<file path="config.mk">
export PLATFORM = sky130hd
export DESIGN_NAME = mc_controller
export DESIGN_NICKNAME = d
export VERILOG_FILES = /design/src/rtl/mc_controller.sv
export SDC_FILE = /design/constraint.sdc
export NUM_CORES = 1
export LEC_CHECK = 0
export BUFFER_PORTS_ARGS = -buffer_cell sky130_fd_sc_hd__buf_2
export CORE_MARGIN = 1.5
export CORE_UTILIZATION = 45
export CTS_CLUSTER_DIAMETER = 60
export DETAILED_ROUTE_END_ITERATION = 8
export PLACE_DENSITY = 0.86
export SYNTH_ARGS = -nofsm -noshare
export SYNTH_HDL_FRONTEND = slang
export SYNTH_SLANG_ARGS = --single-unit
</file>
<file path="constraint.sdc">
create_clock -name clk -period 2.6 [get_ports clk]
set_input_delay 0.52 -clock clk [delete_from_list [all_inputs] [get_ports clk]]
set_output_delay 0.52 -clock clk [all_outputs]
set_load 0.01 [all_outputs]
</file>
<file path="src/rtl/mc_controller.sv">
// Multi-cycle CPU control unit: sequences fetch/decode/execute/memory states and
// drives combinational datapath controls plus a retired-instruction counter.
module mc_controller (
    input  logic       clk,
    input  logic       reset,
    input  logic       run,
    input  logic [3:0] funct,
    input  logic       rd1_zero,
    input  logic       rd1_neg,
    input  logic       mem_ready,
    output logic       mem_req,
    output logic       PCEnable,
    output logic       IRWrite,
    output logic       InstrSrc,
    output logic       AdrSrc,
    output logic       MemWrite,
    output logic       RegWrite,
    output logic       TwoRegs,
    output logic       ALUSub,
    output logic [1:0] PCSrc,
    output logic [1:0] RegWriteSrc,
    output logic       halted,
    output logic [7:0] instr_count
);

    typedef enum logic [2:0] {
        S_IDLE,
        S_FETCH,
        S_DECODE,
        S_EXEC,
        S_MEMRD,
        S_MEMWB,
        S_MEMWR,
        S_HALT
    } state_t;

    state_t     state_q, state_d;
    logic [7:0] instr_count_q, instr_count_d;
    logic       retire;
    logic       br_taken;

    always_ff @(posedge clk or negedge reset) begin
        if (!reset) begin
            state_q       <= S_IDLE;
            instr_count_q <= '0;
        end else begin
            state_q       <= state_d;
            instr_count_q <= instr_count_d;
        end
    end

    // Branch condition for the control-transfer opcodes (1000..1101).
    always_comb begin
        br_taken = 1'b0;
        case (funct)
            4'b1000: br_taken = rd1_zero;
            4'b1001: br_taken = !rd1_zero;
            4'b1010: br_taken = !rd1_neg && !rd1_zero;
            4'b1011: br_taken = rd1_neg;
            4'b1100: br_taken = 1'b1;
            4'b1101: br_taken = 1'b1;
            default: br_taken = 1'b0;
        endcase
    end

    always_comb begin
        state_d     = state_q;
        retire      = 1'b0;
        mem_req     = 1'b0;
        PCEnable    = 1'b0;
        IRWrite     = 1'b0;
        InstrSrc    = 1'b0;
        AdrSrc      = 1'b0;
        MemWrite    = 1'b0;
        RegWrite    = 1'b0;
        TwoRegs     = 1'b0;
        ALUSub      = 1'b0;
        PCSrc       = 2'b00;
        RegWriteSrc = 2'b00;
        halted      = 1'b0;

        case (state_q)
            S_IDLE: begin
                if (run) state_d = S_FETCH;
            end
            S_FETCH: begin
                mem_req  = 1'b1;
                InstrSrc = 1'b1;
                if (mem_ready) begin
                    IRWrite  = 1'b1;
                    PCEnable = 1'b1;
                    state_d  = S_DECODE;
                end
            end
            S_DECODE: begin
                case (funct)
                    4'b0000: begin
                        state_d = S_HALT;
                        retire  = 1'b1;
                    end
                    4'b0001, 4'b0100, 4'b0101, 4'b0110, 4'b0111: state_d = S_EXEC;
                    4'b0010: state_d = S_MEMRD;
                    4'b0011: state_d = S_MEMWR;
                    default: begin
                        // Branches, jumps and NOPs all retire here.
                        state_d  = S_FETCH;
                        retire   = 1'b1;
                        PCEnable = br_taken;
                        if (br_taken) PCSrc = (funct == 4'b1101) ? 2'b10 : 2'b01;
                    end
                endcase
            end
            S_EXEC: begin
                RegWrite = 1'b1;
                retire   = 1'b1;
                state_d  = S_FETCH;
                case (funct)
                    4'b0001: RegWriteSrc = 2'b00;
                    4'b0101: begin
                        TwoRegs     = 1'b1;
                        RegWriteSrc = 2'b10;
                    end
                    4'b0110: begin
                        ALUSub      = 1'b1;
                        RegWriteSrc = 2'b10;
                    end
                    4'b0111: begin
                        TwoRegs     = 1'b1;
                        ALUSub      = 1'b1;
                        RegWriteSrc = 2'b10;
                    end
                    default: RegWriteSrc = 2'b10;
                endcase
            end
            S_MEMRD: begin
                mem_req = 1'b1;
                AdrSrc  = 1'b1;
                if (mem_ready) state_d = S_MEMWB;
            end
            S_MEMWB: begin
                RegWrite    = 1'b1;
                RegWriteSrc = 2'b01;
                retire      = 1'b1;
                state_d     = S_FETCH;
            end
            S_MEMWR: begin
                mem_req  = 1'b1;
                AdrSrc   = 1'b1;
                MemWrite = 1'b1;
                if (mem_ready) begin
                    retire  = 1'b1;
                    state_d = S_FETCH;
                end
            end
            S_HALT: begin
                halted = 1'b1;
            end
            default: state_d = S_IDLE;
        endcase
    end

    assign instr_count_d = instr_count_q + {7'd0, retire};
    assign instr_count   = instr_count_q;

endmodule

</file>
==> flow_summary.rst <==
.. list-table::
   :header-rows: 1

   * - Metric
     - Value
   * - Residual DRC count
     - 0
   * - Number of search-and-repair iterations in the first detailed-routing pass
     - 4
   * - Element type at the critical path start
     - primary input
   * - Endpoint kind of the worst setup timing path
     - output pin
   * - Post-synthesis sequential area ratio
     - 37.8%
   * - Commonest register cell after synthesis
     - sky130_fd_sc_hd__dfrtp_1
   * - Core Footprint
     - 1510 sq um
   * - Resized cells post-CTS
     - 0
   * - Reg2Reg Launch Point
     - state_q[0]
   * - Final Hold Viols
     - 0
   * - CP Max Fanout
     - 11
   * - Clk Latency, worst-skew pair
     - 0.26 ns
   * - Setup-failing EPs final
     - 0
   * - Clock root buffer master
     - sky130_fd_sc_hd__clkbuf_4
   * - Final setup margin
     - 0.402 ns
   * - Internal power
     - 465 uW
   * - Last weighted congestion value of the routability-driven placer
     - 0.750
   * - Pin count of the biggest net entering global routing
     - 15
   * - Area of the mapped netlist
     - 728 sq um
   * - Most common cell after layout, fill and taps aside
     - sky130_fd_sc_hd__buf_2
   * - Signed area change from the synthesized netlist to the final layout
     - 24.1%
   * - Initial cell density of the core
     - 48.3%
   * - Warnings, synthesis
     - 0
   * - CP Data Required Time
     - 2.08 ns
   * - Worst min-delay path class
     - in2async
   * - Detail Route Antenna Nets
     - 0
   * - Critical path launch point
     - funct[2]
   * - Syn Inst Count
     - 86
   * - Clock tree from TritonCTS
     - yes
   * - Static leakage
     - 0.489 nW
   * - Clock Path Buffers
     - 2
   * - Slew Viols, Final
     - 0
   * - Post-layout min period
     - 2.20 ns
   * - Number of DRC markers after the initial detailed-route iteration
     - 7
   * - Total detailed-routing wirelength
     - 1.55 mm
   * - Average cell area after synthesis
     - 8.47 sq um
   * - Relative slew slack
     - 74.3%
   * - Final global-route overflow total
     - 0
   * - Most used cells in the layout excluding fill and tap cells
     - 31 x sky130_fd_sc_hd__buf_2, 11 x sky130_fd_sc_hd__dfrtp_1, 10 x sky130_fd_sc_hd__nor2_1, 8 x sky130_fd_sc_hd__nand2_1
   * - Detailed-route wire length per cell
     - 11.8 microns
   * - Switching power of the nets
     - 341 uW
   * - Arrival time worst endpoint
     - 1.68 ns
   * - Met1 Use GR
     - 25.0%
   * - Combinational fraction of design power
     - 44.9%
   * - Number of core rows
     - 14
   * - Inserted Diodes
     - 0
   * - Number of setup buffers added after CTS
     - 0
   * - Net total in the final layout
     - 129
   * - Tightest Pin Transition
     - 0.385 ns
   * - Final-layout worst hold slack
     - 0.113 ns
   * - Total global-route track usage
     - 19.4%
   * - Sink count of the clock tree
     - 11
   * - Register-to-register setup slack
     - 0.57 ns
   * - Pre-CTS worst setup slack
     - 0.399 ns
   * - Power per standard cell area
     - 892 nW/um^2
   * - Setup repair after global routing missed its margin
     - false
   * - Overall power
     - 806 uW
   * - Vias per Instance
     - 5.38
   * - Vias in the first global route
     - 657
   * - Share of final-layout standard cells stronger than drive strength 1
     - 31.9%
   * - Flop pwr share
     - 41.2%
   * - DP Wirelength
     - 1.19 mm
   * - Number of synthesized flops with an enable pin
     - 0
   * - Max IR drop VDD
     - 0.000518 V
   * - Layout fillers
     - 144
   * - Max-cap violations
     - 0
   * - Maximum level of the CTS H-tree
     - 1
   * - Global-route wire length before repair
     - 2.77 mm
   * - IO Port Bufs
     - 31
   * - Yosys reg bits
     - 11
   * - GR Layer Usage met2
     - 31.6%
   * - Die outline width
     - 43.2 microns
   * - Max Clock Skew
     - 0.000497 ns
   * - Initial antenna violation count
     - 0
   * - Cell variety after synth
     - 32
   * - Sw Share
     - 42.3%
   * - CTS clk-pin slew, worst paths
     - 0.07 ns
   * - Die Height
     - 43.2 microns
   * - Post-route cell area
     - 903 sq um
   * - Synth async-reset ratio
     - 100%
   * - Area post-placement
     - 877 sq um
   * - Share of the clock period used by the worst path after layout
     - 84.5%
   * - Critical Setup Path Class
     - in2out
   * - Vias after detailed routing
     - 710
   * - Status
     - completed
   * - TritonCTS buffer count
     - 3
   * - Busiest metal layer after global routing
     - met2
   * - Hold buffer count at cts
     - 0
   * - Maximum clock frequency
     - 455 MHz
   * - Met3 routing resource usage after global routing
     - 2.98%
   * - Die footprint
     - 1870 sq um
   * - Top Ports
     - 32
   * - Total negative slack
     - 0 ns
   * - Power share of the clock group
     - 13.9%
   * - Net count after synthesis
     - 98
synth_stat cells (all sizes together) (2+ instances only):
| cell type | number | area share, % |
|---|---|---|
| nand2 | 8 | 4.1 |
| buf | 4 | 3.1 |
| xor2 | 3 | 3.6 |
| xnor2 | 4 | 4.8 |
| and3 | 4 | 3.4 |
| nand2b | 3 | 2.6 |
| or2 | 2 | 1.7 |
| nand3 | 4 | 2.7 |
| nand4b | 2 | 2.4 |
| inv | 4 | 2.1 |
| o21ai | 4 | 2.7 |
| dfrtp | 11 | 38 |
| and2 | 4 | 3.4 |
| nor2 | 10 | 5.2 |
| ha | 2 | 3.4 |
| a21oi | 5 | 4.0 |
layout make-up:
type,count,area [sq um],share of cell area (%)
sequential,11,275,30.5
tap,16,20.0,2.22
multi-input combinational,66,412,45.6
timing repair buffer,31,155,17.2
clock buffer,4,26.3,2.91
inverter,4,15.0,1.66
power groups by stage:
stage / clock [mW] / combinational [mW] / sequential (mW)
floorplan: 0 / 0.248 / 0.308
global placement: 0 / 0.354 / 0.331
detailed placement: 0 / 0.365 / 0.337
CTS: 0.117 / 0.366 / 0.334
global route: 0.125 / 0.407 / 0.353
finish: 0.112 / 0.362 / 0.332
final timing paths:
check	cells after the start	endpoint
min in group clk	1	instr_count[7]
worst max-delay path	6	PCSrc[0]
worst min register to register	1	instr_count[7]
worst max register to register	9	instr_count[6]
max in group asynchronous	1	state_q[0]
worst min-delay path	1	instr_count[4]
cells by family (layout without fill, tap and decap cells):
group                      after synthesis  in the layout  synth area share, %
and+or+nand+nor                         42             42                 31.4
AOI/OAI and AO/OA                       15             15                 13.2
DFF                                     11             11                 37.8
buffers and inverters                    9             39                 5.67
xor gates and xnor gates                 7              7                 8.42
adders and majority gates                2              2                 3.44
stage by stage:
stage | util (%) | std cells
after floorplan | - | 86
after global placement | 58.2 | 128
after detailed placement | 58.2 | 128
after CTS | 60.0 | 132
after global routing | 60.0 | 132
final | 60.0 | 132
flip-flops by register name, indices dropped and copies added, names as in the netlist:
name	cells
instr_count	8
state_q	3
worst max-delay path: stages:
cell	delay (ns)
sky130_fd_sc_hd__buf_2	0.16
sky130_fd_sc_hd__or4b_1	0.52
sky130_fd_sc_hd__a21oi_1	0.13
sky130_fd_sc_hd__o21ai_1	0.09
sky130_fd_sc_hd__a21oi_2	0.11
sky130_fd_sc_hd__buf_2	0.13
metal layers:
layer / part of all wire, % / up-vias
li1: - / 356
met1: 44 / 327
met2: 49 / 27
met3: 6.7 / 0
met4: 0 / 0
met5: 0 / -
Note: power is estimated with default switching activity, not from simulation.
